==> config.mk <==
export PLATFORM = sky130hd
export DESIGN_NAME = tft_timing_rx_flat
export DESIGN_NICKNAME = d
export VERILOG_FILES = /design/src/rtl/tft_timing_rx_if.sv /design/src/rtl/tft_timing_rx.sv /design/src/flat_wrapper.sv
export SDC_FILE = /design/constraint.sdc
export NUM_CORES = 1
export LEC_CHECK = 0
export ABC_CLOCK_PERIOD_IN_PS = 1860
export CELL_PAD_IN_SITES_DETAIL_PLACEMENT = 1
export CELL_PAD_IN_SITES_GLOBAL_PLACEMENT = 1
export CORE_AREA = 3 3 118 132
export CTS_CLUSTER_DIAMETER = 120
export CTS_CLUSTER_SIZE = 10
export DETAILED_ROUTE_END_ITERATION = 10
export DIE_AREA = 0 0 121 135
export PLACE_DENSITY = 0.71
export RECOVER_POWER = 50
export SYNTH_ARGS = -nofsm -noshare
export SYNTH_HDL_FRONTEND = slang
export SYNTH_SLANG_ARGS = --single-unit
==> constraint.sdc <==
create_clock -name tft_clk -period 1.86 [get_ports tft_clk]
set_clock_uncertainty 0.2 [all_clocks]
set_input_delay 0.186 -clock tft_clk [delete_from_list [all_inputs] [get_ports tft_clk]]
set_output_delay 0.186 -clock tft_clk [all_outputs]
set_load 0.02 [all_outputs]
==> src/rtl/tft_timing_rx_if.sv <==
// Parallel RGB stream bundle (hsync/vsync/de/rgb) between a TFT timing source and a receiver.
// Stream has no backpressure: rgb_in is valid on a tft_clk rising edge exactly when tft_de=1,
// and the receiver must accept every such beat (valid-only, implicit ready=1).
interface tft_timing_rx_if;
  logic       hsync;
  logic       vsync;
  logic       tft_de;
  logic [7:0] rgb_in;

  modport master (output hsync, vsync, tft_de, rgb_in);
  modport slave  (input  hsync, vsync, tft_de, rgb_in);
endinterface

==> src/rtl/tft_timing_rx.sv <==
// TFT RGB receiver: measures line/frame timing, locks after LOCK_FRAMES matching frames,
// then forwards pixels with recovered x/y. Exposes FSM state on state_dbg.
module tft_timing_rx #(
  parameter logic [9:0]  H_TOTAL     = 10'd525,
  parameter logic [9:0]  H_VALID     = 10'd480,
  parameter logic [9:0]  V_TOTAL     = 10'd286,
  parameter logic [9:0]  V_VALID     = 10'd272,
  parameter int unsigned LOCK_FRAMES = 2
) (
  input  logic            tft_clk,
  input  logic            sys_rst_n,
  tft_timing_rx_if.slave  tft,
  output logic [7:0]      pix_data,
  output logic [9:0]      pix_x,
  output logic [9:0]      pix_y,
  output logic            pix_valid,
  output logic            frame_start,
  output logic            lock,
  output logic            timing_err,
  output logic [9:0]      h_total_meas,
  output logic [9:0]      h_active_meas,
  output logic [9:0]      v_total_meas,
  output logic [9:0]      v_active_meas,
  output logic [1:0]      state_dbg
);

  typedef enum logic [1:0] {
    SEARCH = 2'd0,
    VERIFY = 2'd1,
    LOCKED = 2'd2
  } state_t;

  state_t     state, state_n;
  logic [2:0] good, good_n, good_inc;
  logic       err_n;

  logic       s1_hs, s1_vs, s1_de, s2_hs, s2_vs, s2_de;
  logic [7:0] s1_rgb;
  logic [9:0] cnt_h, act_x, cnt_v, act_y;
  logic       frame_eval, line_eval;

  logic line_start, fstart, de_fall, cnt_h_max, match;

  assign line_start = s1_hs & ~s2_hs;
  assign fstart     = s1_vs & ~s2_vs;
  assign de_fall    = s2_de & ~s1_de;
  assign cnt_h_max  = (cnt_h == 10'd1023);
  assign match      = (h_total_meas == H_TOTAL) && (h_active_meas == V_VALID - V_VALID + H_VALID) &&
                      (v_total_meas == V_TOTAL) && (v_active_meas == V_VALID);
  assign good_inc   = good + 3'd1;
  assign state_dbg  = state;

  always_ff @(posedge tft_clk) begin
    if (!sys_rst_n) begin
      s1_hs <= 1'b0; s1_vs <= 1'b0; s1_de <= 1'b0; s1_rgb <= 8'd0;
      s2_hs <= 1'b0; s2_vs <= 1'b0; s2_de <= 1'b0;
      cnt_h <= '0; act_x <= '0; cnt_v <= '0; act_y <= '0;
      h_total_meas <= '0; h_active_meas <= '0;
      v_total_meas <= '0; v_active_meas <= '0;
      frame_start <= 1'b0; frame_eval <= 1'b0; line_eval <= 1'b0;
      pix_data <= '0; pix_x <= '0; pix_y <= '0; pix_valid <= 1'b0;
      state <= SEARCH; good <= '0; lock <= 1'b0; timing_err <= 1'b0;
    end else begin
      s1_hs  <= tft.hsync;
      s1_vs  <= tft.vsync;
      s1_de  <= tft.tft_de;
      s1_rgb <= tft.rgb_in;
      s2_hs  <= s1_hs;
      s2_vs  <= s1_vs;
      s2_de  <= s1_de;

      // A line that never ends parks cnt_h at 1023; that value is also the loss-of-sync flag.
      if (line_start) begin
        cnt_h        <= '0;
        h_total_meas <= cnt_h_max ? 10'd1023 : cnt_h + 10'd1;
      end else if (!cnt_h_max) begin
        cnt_h <= cnt_h + 10'd1;
      end

      if (line_start) begin
        act_x <= '0;
        if (act_x != '0) h_active_meas <= act_x;
      end else if (s1_de && act_x != 10'd1023) begin
        act_x <= act_x + 10'd1;
      end

      // Coincident hsync/vsync edges: the new line is credited to the closing frame only.
      if (fstart) begin
        v_total_meas <= cnt_v + {9'd0, line_start};
        cnt_v        <= '0;
      end else if (line_start) begin
        cnt_v <= cnt_v + 10'd1;
      end

      if (fstart) begin
        v_active_meas <= act_y;
        act_y         <= '0;
      end else if (de_fall) begin
        act_y <= act_y + 10'd1;
      end

      frame_start <= fstart;
      frame_eval  <= fstart;
      line_eval   <= line_start;

      if (s1_de) begin
        pix_data  <= s1_rgb;
        pix_x     <= act_x;
        pix_y     <= act_y;
        pix_valid <= lock;
      end else begin
        pix_valid <= 1'b0;
      end

      state      <= state_n;
      good       <= good_n;
      lock       <= (state_n == LOCKED);
      timing_err <= err_n;
    end
  end

  always_comb begin
    state_n = state;
    good_n  = good;
    err_n   = 1'b0;
    case (state)
      SEARCH: begin
        // The frame in progress when searching starts is partial, so it is never scored.
        if (frame_eval) begin
          state_n = VERIFY;
          good_n  = '0;
        end
      end
      VERIFY: begin
        if (frame_eval) begin
          if (!match) begin
            good_n = '0;
          end else if (good_inc == 3'(LOCK_FRAMES)) begin
            state_n = LOCKED;
            good_n  = '0;
          end else begin
            good_n = good_inc;
          end
        end
      end
      LOCKED: begin
        if ((frame_eval && !match) || (line_eval && h_total_meas != H_TOTAL) || cnt_h_max) begin
          state_n = SEARCH;
          err_n   = 1'b1;
        end
      end
      default: state_n = SEARCH;
    endcase
    if (cnt_h_max) begin
      state_n = SEARCH;
      good_n  = '0;
    end
  end

endmodule

==> src/flat_wrapper.sv <==
// flat-port wrapper written by rule: the top's interface ports become plain ports
module tft_timing_rx_flat 
#(
  parameter logic [9:0]  H_TOTAL     = 10'd525,
  parameter logic [9:0]  H_VALID     = 10'd480,
  parameter logic [9:0]  V_TOTAL     = 10'd286,
  parameter logic [9:0]  V_VALID     = 10'd272,
  parameter int unsigned LOCK_FRAMES = 2
)
  (tft_clk, sys_rst_n, pix_data, pix_x, pix_y, pix_valid, frame_start, lock, timing_err, h_total_meas, h_active_meas, v_total_meas, v_active_meas, state_dbg, tft_hsync, tft_vsync, tft_tft_de, tft_rgb_in);
  tft_timing_rx_if tft_i ();
  input  logic tft_clk;
  input  logic sys_rst_n;
  output logic [7:0] pix_data;
  output logic [9:0] pix_x;
  output logic [9:0] pix_y;
  output logic pix_valid;
  output logic frame_start;
  output logic lock;
  output logic timing_err;
  output logic [9:0] h_total_meas;
  output logic [9:0] h_active_meas;
  output logic [9:0] v_total_meas;
  output logic [9:0] v_active_meas;
  output logic [1:0] state_dbg;
  input wire logic [$bits(tft_i.hsync)-1:0] tft_hsync;
  input wire logic [$bits(tft_i.vsync)-1:0] tft_vsync;
  input wire logic [$bits(tft_i.tft_de)-1:0] tft_tft_de;
  input wire logic [$bits(tft_i.rgb_in)-1:0] tft_rgb_in;
  assign tft_i.hsync = tft_hsync;
  assign tft_i.vsync = tft_vsync;
  assign tft_i.tft_de = tft_tft_de;
  assign tft_i.rgb_in = tft_rgb_in;
  tft_timing_rx #(.H_TOTAL(H_TOTAL), .H_VALID(H_VALID), .V_TOTAL(V_TOTAL), .V_VALID(V_VALID), .LOCK_FRAMES(LOCK_FRAMES)) u_core (.tft_clk(tft_clk), .sys_rst_n(sys_rst_n), .tft(tft_i), .pix_data(pix_data), .pix_x(pix_x), .pix_y(pix_y), .pix_valid(pix_valid), .frame_start(frame_start), .lock(lock), .timing_err(timing_err), .h_total_meas(h_total_meas), .h_active_meas(h_active_meas), .v_total_meas(v_total_meas), .v_active_meas(v_active_meas), .state_dbg(state_dbg));
endmodule
==> results of run 1 <==
[layout make-up]
class | count | area (um^2) | share of cell area
Inverter | 11 | 46.3 | 0.00616
Tap cell | 192 | 240 | 0.0320
Sequential cell | 132 | 2660 | 0.354
Timing Repair Buffer | 180 | 1450 | 0.193
Clock buffer | 25 | 497 | 0.0661
Clock inverter | 4 | 95.1 | 0.0127
Multi-Input combinational cell | 363 | 2520 | 0.336
[metrics by stage]
step / std cells / util
after floorplan: 535 / -
after global placement: 866 / 0.473
after detailed placement: 866 / 0.473
after CTS: 901 / 0.520
after global routing: 907 / 0.524
final: 907 / 0.524
[cells by family (layout without fill, tap and decap cells)]
kind of cell	Yosys count	after routing	share of synthesized area
buffers and inverters	40	220	0.0298
flip-flops	132	132	0.517
multiplexers	38	38	0.0744
AO/OA/AOI/OAI	65	65	0.0856
AND/OR/NAND/NOR	215	215	0.210
XOR/XNOR	36	36	0.0616
adder cells (fa/ha/maj)	9	9	0.0220
[worst paths after layout]
path / cells after the start / start / slack, ns / to
min: 2 / tft_hsync / 0.14 / u_core.s1_hs
max reg2reg: 5 / u_core.h_total_meas[7] / -0.28 / u_core.good[1]
min reg2reg: 2 / u_core.s1_rgb[5] / 0.27 / u_core.pix_data[5]
max: 5 / u_core.h_total_meas[7] / -0.28 / u_core.good[1]
[sequential cells by signal (all words and copies together) (netlist names), 2 cells and up]
register	cells
u_core.act_x	10
u_core.h_total_meas	10
u_core.cnt_h	10
u_core.s1_rgb	8
u_core.pix_y	10
u_core.pix_x	10
u_core.cnt_v	10
u_core.pix_data	8
u_core.v_active_meas	10
u_core.state_dbg	2
u_core.act_y	10
u_core.h_active_meas	10
u_core.v_total_meas	10
u_core.good	3
[Yosys cell counts (all sizes together), types with 8 or more instances]
cell type	n	area share
a21oi	23	0.023
a22o	20	0.034
and2	14	0.017
and3	9	0.011
clkbuf	26	0.019
dfxtp	132	0.52
ha	9	0.022
inv	11	0.0081
mux2i	38	0.074
nand2	37	0.027
nand2b	8	0.0098
nand3	22	0.022
nand4	10	0.012
nor2	78	0.057
nor3	8	0.0078
o21ai	8	0.0078
xnor2	13	0.022
xor2	23	0.039
[metal layers]
layer | vias up | track usage
li1 | 2180 | -
met1 | 2175 | 0.213
met2 | 98 | 0.349
met3 | 25 | 0.0566
met4 | 0 | 0.0756
met5 | - | 0
[worst max-delay path: stages (launching register included)]
cell and delay (ns):
dfxtp_1 0.33, nor4_4 0.28, nand4b_1 0.31, nor4_4 0.34
or4b_4 0.50, a21oi_2 0.12
[power groups by stage]
stage | Sequential, mW | Clock [mW] | Combinational [mW]
4_1_cts | 2.89 | 3.46 | 0.320
6_report | 2.90 | 3.39 | 0.312
3_5_place_dp | 2.95 | 0 | 0.311
3_3_place_gp | 2.95 | 0 | 0.301
2_1_floorplan | 2.96 | 0 | 0.140
5_1_grt | 2.90 | 3.59 | 0.345
[what timing repair did]
item                       in CTS  in global routing
gates resized for setup        46                 50
setup endpoints to repair      48                 42
pin swaps                       8                 15
setup buffers                   9                  9
==> flow_summary.json, run 1 <==
{
  "cts_buffers": 17,
  "syn_to_final_growth_pct": 46.9,
  "switching_share": 0.206,
  "placed_area_mm2": 0.00678,
  "vias": 4478,
  "first_pass_iters": 4,
  "final.period_utilization": 1.15,
  "dieArea_mm2": 0.0163,
  "rsz0062_at_grt": "yes",
  "design.core.area_mm2": 0.0143,
  "hpwl_um": 10800,
  "port-buffer-count": 86,
  "syn-instance-count": 535,
  "dr_wl_met2_um": 8000,
  "cts_hold_buf": 0,
  "antenna_cells": 0,
  "antenna_found_initial": 0,
  "viasPerCell": 4.94,
  "synth-main-ff-cell": "dfxtp_1",
  "fmaxAchievable_mhz": 468,
  "dpl_worst_slack_ns": -0.349,
  "grt_pass1_vias": 4857,
  "wl_per_cell_um": 17.1,
  "crit_type": "reg2reg",
  "avgSynthCellArea_um2": 9.56,
  "slew_headroom": 0.538,
  "ys_types": 43,
  "setup_viol": 8,
  "setup_tns_ns": -1.24,
  "p_total_mw": 6.60,
  "vdd_ir_drop_max_mv": 0.502,
  "grt_overflow": 0,
  "holdWs_ns": 0.144,
  "slew_viol_final": 0,
  "syn_area_mm2": 0.00511,
  "clk_pin_slew_ns": 0.05,
  "cellLeakagePower_nw": 3.16,
  "cts_sinks": 132,
  "violations": "negative setup slack",
  "pwr-share-clk": 0.514,
  "fin_crit_ns": 2.14,
  "drt_iter0_drc": 200,
  "dieHeight_um": 135,
  "hold_path_class": "in2reg",
  "route.detailed.drc": 0,
  "root_buffer": "clkbuf_16",
  "cp-end-kind": "flop",
  "grt_max_degree": 38,
  "cp_max_fo": 3,
  "synth_edf_count": 0,
  "top_layer": "met4",
  "p_sw_mw": 1.36,
  "yosys_warnings": 0,
  "combPwrFrac": 0.047,
  "place_congestion": 0.779,
  "track_usage": 0.194,
  "tightest_slew_ns": 0.692,
  "worstSkewPairLatency_ns": 0.42,
  "cp-start-kind": "flop",
  "maxCapViolCount": 0,
  "die_x_um": 121,
  "status": "finished with violations",
  "boundaryPins": 87,
  "hold_viol": 0,
  "cts_tree": "done",
  "mostFrequentLayoutCells": "120 x dfxtp_1, 75 x buf_4, 73 x nor2_1, 45 x clkdlybuf4s50_1, 38 x mux2i_1",
  "initial_core_util": 0.357,
  "synth.ff_latch_count": 132,
  "synthArstFlopShare": 0,
  "final_layout_size_suffix_gt1_frac": 0.214,
  "wl_met3_um": 789,
  "totalWireLength_um": 15500,
  "htree_levels": 4,
  "fillers": 1641,
  "synthesis.nets": 557,
  "rows": 46,
  "pwr-share-seq": 0.439,
  "wl_met1_um": 6340,
  "cts_buffer_depth": 2,
  "yosysSeqAreaShare": 0.517,
  "required_ns": 2.02,
  "intPower_mw": 5.24,
  "arrival_ns": 2.29,
  "fin_ws_ns": -0.277,
  "p_per_area_mw_per_mm2": 879,
  "fin_area_mm2": 0.00751,
  "fin_nets": 727,
  "final_common_cell": "dfxtp_1",
  "ant_nets": 0,
  "grt_pass1_wl_um": 24800
}
Power figures use the tool's default switching activity.
==> inputs of run 2 (changes only) <==
--- a/config.mk
+++ b/config.mk
@@ -13,8 +13,9 @@
 export CTS_CLUSTER_SIZE = 10
 export DETAILED_ROUTE_END_ITERATION = 10
 export DIE_AREA = 0 0 121 135
-export PLACE_DENSITY = 0.71
+export PLACE_DENSITY = 0.79
 export RECOVER_POWER = 50
+export SLEW_MARGIN = 10
 export SYNTH_ARGS = -nofsm -noshare
 export SYNTH_HDL_FRONTEND = slang
 export SYNTH_SLANG_ARGS = --single-unit
==> run 2 against run 1 <==
Compared with the run above:
- the run still ends with negative setup slack left
- wire length up 8.2%
- final area up 0.70%
- combinational power about the same
- die area unchanged
- non-clock buffer count down 16
- critical path type unchanged
- critical endpoint unchanged
- largest cell class unchanged
==> flow_summary.json, run 2 (synthesis results as in run 1) <==
{
  "cp_max_fo": 3,
  "cellLeakagePower_nw": 3.35,
  "slowest_stage": "or4b_1",
  "die_x_um": 121,
  "drt_iter0_drc": 202,
  "mostFrequentLayoutCells": "114 x dfxtp_1, 75 x nor2_1, 74 x buf_4, 47 x clkdlybuf4s50_1, 38 x mux2i_1",
  "grt_max_degree": 40,
  "dieHeight_um": 135,
  "maxCapViolCount": 0,
  "hold_viol": 0,
  "pwr-share-clk": 0.510,
  "htree_levels": 4,
  "holdWs_ns": 0.145,
  "finalNonFillerCells": 893,
  "setup_tns_ns": -1.17,
  "final_common_cell": "dfxtp_1",
  "final.period_utilization": 1.16,
  "place_congestion": 0.827,
  "status": "finished with violations",
  "clk_pin_slew_ns": 0.06,
  "wl_per_cell_um": 18.8,
  "intPower_mw": 5.12,
  "grt_pass1_wl_um": 25900,
  "pwr-share-seq": 0.442,
  "placed_area_mm2": 0.00667,
  "switching_share": 0.218,
  "track_usage": 0.202,
  "route.detailed.drc": 0,
  "tightest_slew_ns": 0.795,
  "hold_path_class": "in2reg",
  "crit_type": "reg2reg",
  "antenna_cells": 0,
  "cts_tree": "done",
  "final_layout_size_suffix_gt1_frac": 0.225,
  "dieArea_mm2": 0.0163,
  "grt_pass1_vias": 4897,
  "fin_ws_ns": -0.302,
  "violations": "negative setup slack",
  "min_from": "tft_rgb_in[7]",
  "antenna_found_initial": 0,
  "cts_sinks": 132,
  "hpwl_um": 11000,
  "reg2reg_setup_slack_ns": -0.30,
  "boundaryPins": 87,
  "first_pass_iters": 4,
  "fin_util": 0.528,
  "crit_path_cell_trace": "nor4b_1 > nand4_1 > nor4_4 > or4b_1 > a21oi_1",
  "cp-start-kind": "flop",
  "fin_crit_ns": 2.16,
  "required_ns": 2.01,
  "slew_viol_final": 0,
  "totalWireLength_um": 16700,
  "vdd_ir_drop_max_mv": 0.590,
  "worstReg2RegStart": "u_core.h_active_meas[9]",
  "place_inst": 854,
  "p_sw_mw": 1.43,
  "rsz0062_at_grt": "yes",
  "cts_hold_buf": 0,
  "design.core.area_mm2": 0.0143,
  "arrival_ns": 2.31,
  "rows": 46,
  "worst_path_largest_cell_delay_ns": 0.47,
  "vias": 4559,
  "cts_buffer_depth": 2,
  "worstSkewPairLatency_ns": 0.42,
  "fmaxAchievable_mhz": 463,
  "setup_viol": 8,
  "fin_nets": 711,
  "p_per_area_mw_per_mm2": 866,
  "combPwrFrac": 0.048,
  "cp-startpoint": "u_core.h_active_meas[9]",
  "slew_headroom": 0.470,
  "initial_core_util": 0.357,
  "port-buffer-count": 86,
  "cts_buffers": 17,
  "root_buffer": "clkbuf_16",
  "syn_to_final_growth_pct": 47.9,
  "fin_area_mm2": 0.00757,
  "grt_overflow": 0,
  "ant_nets": 0,
  "cp-end-kind": "flop",
  "viasPerCell": 5.11
}
run 2: cell types whose count changed in the layout (fill, tap and decap cells not counted), moves of 6 or more:
cell | before | now
and2_0 | 7 | 1
and2_1 | 7 | 13
clkbuf_1 | 25 | 4
dfxtp_1 | 120 | 114
dlymetal6s2s_1 | 0 | 10
run 2: final timing paths:
path | cells past startpoint | end
setup / recovery | 5 | u_core.good[1]
hold / removal | 2 | u_core.s1_rgb[7]
setup reg to reg | 5 | u_core.good[1]
hold reg to reg | 2 | u_core.pix_data[4]
run 2: per-stage QoR:
| step | setup slack, ns | total power [mW] |
|---|---|---|
| after floorplan | -0.0573 | 3.10 |
| after global placement | -0.206 | 3.23 |
| after detailed placement | -0.308 | 3.24 |
| after CTS | -0.254 | 6.58 |
| after global routing | -0.351 | 6.77 |
| final | -0.302 | 6.55 |
run 2: per-layer routing:
metal,wire length (um),up-vias,track usage
li1,-,2141,-
met1,6730,2289,0.225
met2,9040,104,0.372
met3,607,25,0.0444
met4,361,0,0.0800
met5,0,-,0
run 2: area by class of cell:
cell class	instances	area, um^2
clock buffer	24	493
multi-input combinational	363	2550
inverter	11	41.3
timing repair buffer	164	1470
fill	1580	6770
sequential	132	2680
tap	192	240
clock inverter	7	95.1
run 2: worst max-delay path, delay by kind of cell, from the launching register on:
family / cells / cell delay, ns
flip-flops: 1 / 0.32
AND/OR/NAND/NOR: 4 / 1.45
AO/OA/AOI/OAI: 1 / 0.14
run 2: what timing repair did:
| action | in CTS | in global routing |
|---|---|---|
| buffers inserted | 5 | 7 |
| endpoints found under the setup margin | 52 | 51 |
| pin swaps | 8 | 17 |
| endpoints found under the hold margin | 0 | 0 |
| resized for setup | 46 | 51 |
run 2: power by group through the flow:
| stage | Sequential (mW) | Clock (mW) | Combinational (mW) |
|---|---|---|---|
| 4_1_cts | 2.89 | 3.39 | 0.298 |
| 6_report | 2.90 | 3.34 | 0.314 |
| 2_1_floorplan | 2.96 | 0 | 0.140 |
| 5_1_grt | 2.90 | 3.53 | 0.341 |
| 3_5_place_dp | 2.95 | 0 | 0.290 |
| 3_3_place_gp | 2.95 | 0 | 0.280 |
==> inputs of run 3 (changes only) <==
--- a/config.mk
+++ b/config.mk
@@ -15,6 +15,7 @@
 export DIE_AREA = 0 0 121 135
 export PLACE_DENSITY = 0.79
 export RECOVER_POWER = 50
+export REMOVE_ABC_BUFFERS = 1
 export SLEW_MARGIN = 10
 export SYNTH_ARGS = -nofsm -noshare
 export SYNTH_HDL_FRONTEND = slang
==> run 3 against run 2 <==
Compared with the run above:
- clock-buffer cell count down 5
- total power fell by 0.36%
- core utilization down 2.2 points
- worst setup slack got worse by 0.012 ns
- clock power about the same
- via count decreased by 1.6%
- largest cell class unchanged
- the flow still finishes with violations (negative setup slack)
==> flow_summary.json, run 3 (synthesis results as in run 1) <==
{
  "status": "finished with violations",
  "violations": "negative setup slack",
  "grt_use_met3": 0.0385,
  "cp-start-kind": "flop",
  "initial_core_util": 0.357,
  "cp-startpoint": "u_core.v_total_meas[8]",
  "fmaxAchievable_mhz": 460,
  "final_common_cell": "dfxtp_1",
  "boundaryPins": 87,
  "vdd_ir_drop_max_mv": 0.459,
  "cts_tree": "done",
  "required_ns": 1.99,
  "route.detailed.drc": 0,
  "grtUsageMet1": 0.224,
  "ant_nets": 0,
  "grt_pass1_wl_um": 25700,
  "cp_max_fo": 3,
  "maxCapViolCount": 0,
  "cts_buffer_depth": 2,
  "die_x_um": 121,
  "antenna_cells": 0,
  "totalWireLength_um": 15700,
  "fin_area_mm2": 0.00725,
  "slew_headroom": 0.439,
  "clk_pin_slew_ns": 0.06,
  "grt_overflow": 0,
  "rows": 46,
  "fin_crit_ns": 2.17,
  "arrival_ns": 2.31,
  "place_congestion": 0.852,
  "tightest_slew_ns": 0.840,
  "track_usage": 0.199,
  "port-buffer-count": 86,
  "crit_type": "reg2reg",
  "cellLeakagePower_nw": 2.97,
  "reg2reg_setup_slack_ns": -0.31,
  "worstSkewPairLatency_ns": 0.42,
  "final.period_utilization": 1.17,
  "placed_area_mm2": 0.00668,
  "antenna_found_initial": 0,
  "cts_hold_buf": 0,
  "endpoint": "u_core.good[0]",
  "setup_viol": 7,
  "fin_ws_ns": -0.313,
  "wl_per_cell_um": 17.6,
  "grt_pass1_vias": 4926,
  "grt_max_degree": 23,
  "r2r_end": "u_core.good[0]",
  "hold_path_class": "in2reg",
  "r2r_cells": 6,
  "syn_to_final_growth_pct": 41.8,
  "cts_buffers": 17,
  "root_buffer": "clkbuf_16",
  "slew_viol_final": 0,
  "design.core.area_mm2": 0.0143,
  "p_per_area_mw_per_mm2": 900,
  "cp-end-kind": "flop",
  "mostFrequentLayoutCells": "125 x dfxtp_1, 76 x nor2_1, 50 x clkdlybuf4s50_1, 42 x buf_4, 38 x mux2i_1",
  "use_met2": 0.357,
  "worstReg2RegStart": "u_core.v_total_meas[8]",
  "htree_levels": 4,
  "fin_util": 0.506,
  "vias": 4484,
  "dieHeight_um": 135,
  "hold_viol": 0,
  "dieArea_mm2": 0.0163,
  "drt_iter0_drc": 214,
  "first_pass_iters": 4,
  "worstHoldPathCells": 2,
  "rsz0062_at_grt": "yes",
  "hpwl_um": 11000,
  "cts_sinks": 132,
  "viasPerCell": 5.04,
  "busiest_layer": "met2",
  "fin_nets": 707,
  "final_layout_size_suffix_gt1_frac": 0.163
}
-- run 3: stage by stage --
step                      instances  TNS [ns]  hold WS [ns]  setup slack [ns]  power [mW]
after global placement          856     -2.58         0.243            -0.315        3.25
after global routing            890     -3.18         0.147            -0.403        6.75
final                           890     -1.59         0.151            -0.313        6.53
after detailed placement        856     -4.36         0.261            -0.437        3.26
after floorplan                 506    -12.26         0.108            -0.619        3.09
after CTS                       889     -1.23         0.135            -0.320        6.59
-- run 3: worst max-delay path, cell delays in order, from the launching register on --
cell and delay (ns):
dfxtp_2 0.34, nor4bb_4 0.32, nand4_1 0.27, nor4_2 0.32, buf_4 0.16, or2b_1 0.26
o31ai_1 0.21
-- run 3: how the worst min path moves through the flow --
stage          slack, ns             start                  to
2_1_floorplan       0.11         sys_rst_n        u_core.s1_de
3_3_place_gp        0.24  u_core.s1_rgb[1]  u_core.pix_data[1]
3_5_place_dp        0.26    u_core.good[2]      u_core.good[2]
4_1_cts             0.13         tft_hsync        u_core.s1_hs
5_1_grt             0.15     tft_rgb_in[7]    u_core.s1_rgb[7]
6_report            0.15         tft_hsync        u_core.s1_hs
-- run 3: cell type report --
| class | count | area, um^2 |
|---|---|---|
| Fill cell | 1591 | 7080 |
| Sequential cell | 132 | 2650 |
| Multi-Input combinational cell | 363 | 2440 |
| Timing Repair Buffer | 160 | 1280 |
| Clock buffer | 19 | 443 |
| Tap cell | 192 | 240 |
| Clock inverter | 13 | 148 |
| Inverter | 11 | 41.3 |
-- run 3: routing by layer --
layer  wire length [um]  vias to the layer above
met3                451                       39
met5                  0                        -
met2               8300                      103
met4                495                        0
met1               6450                     2210
li1                   -                     2132
-- run 3: where the power goes --
part / total (mW) / switching (mW) / leakage (nW) / internal [mW]
logic: 0.294 / 0.168 / 1.62 / 0.126
registers: 2.90 / 0.0295 / 1.07 / 2.87
clock network: 3.34 / 1.32 / 0.277 / 2.02
total: 6.53 / 1.51 / 2.97 / 5.02
-- run 3: repair_timing --
action | CTS | global route
buffers inserted | 1 | 1
setup endpoints to repair | 55 | 38
pin swaps | 6 | 6
resized for setup | 50 | 21
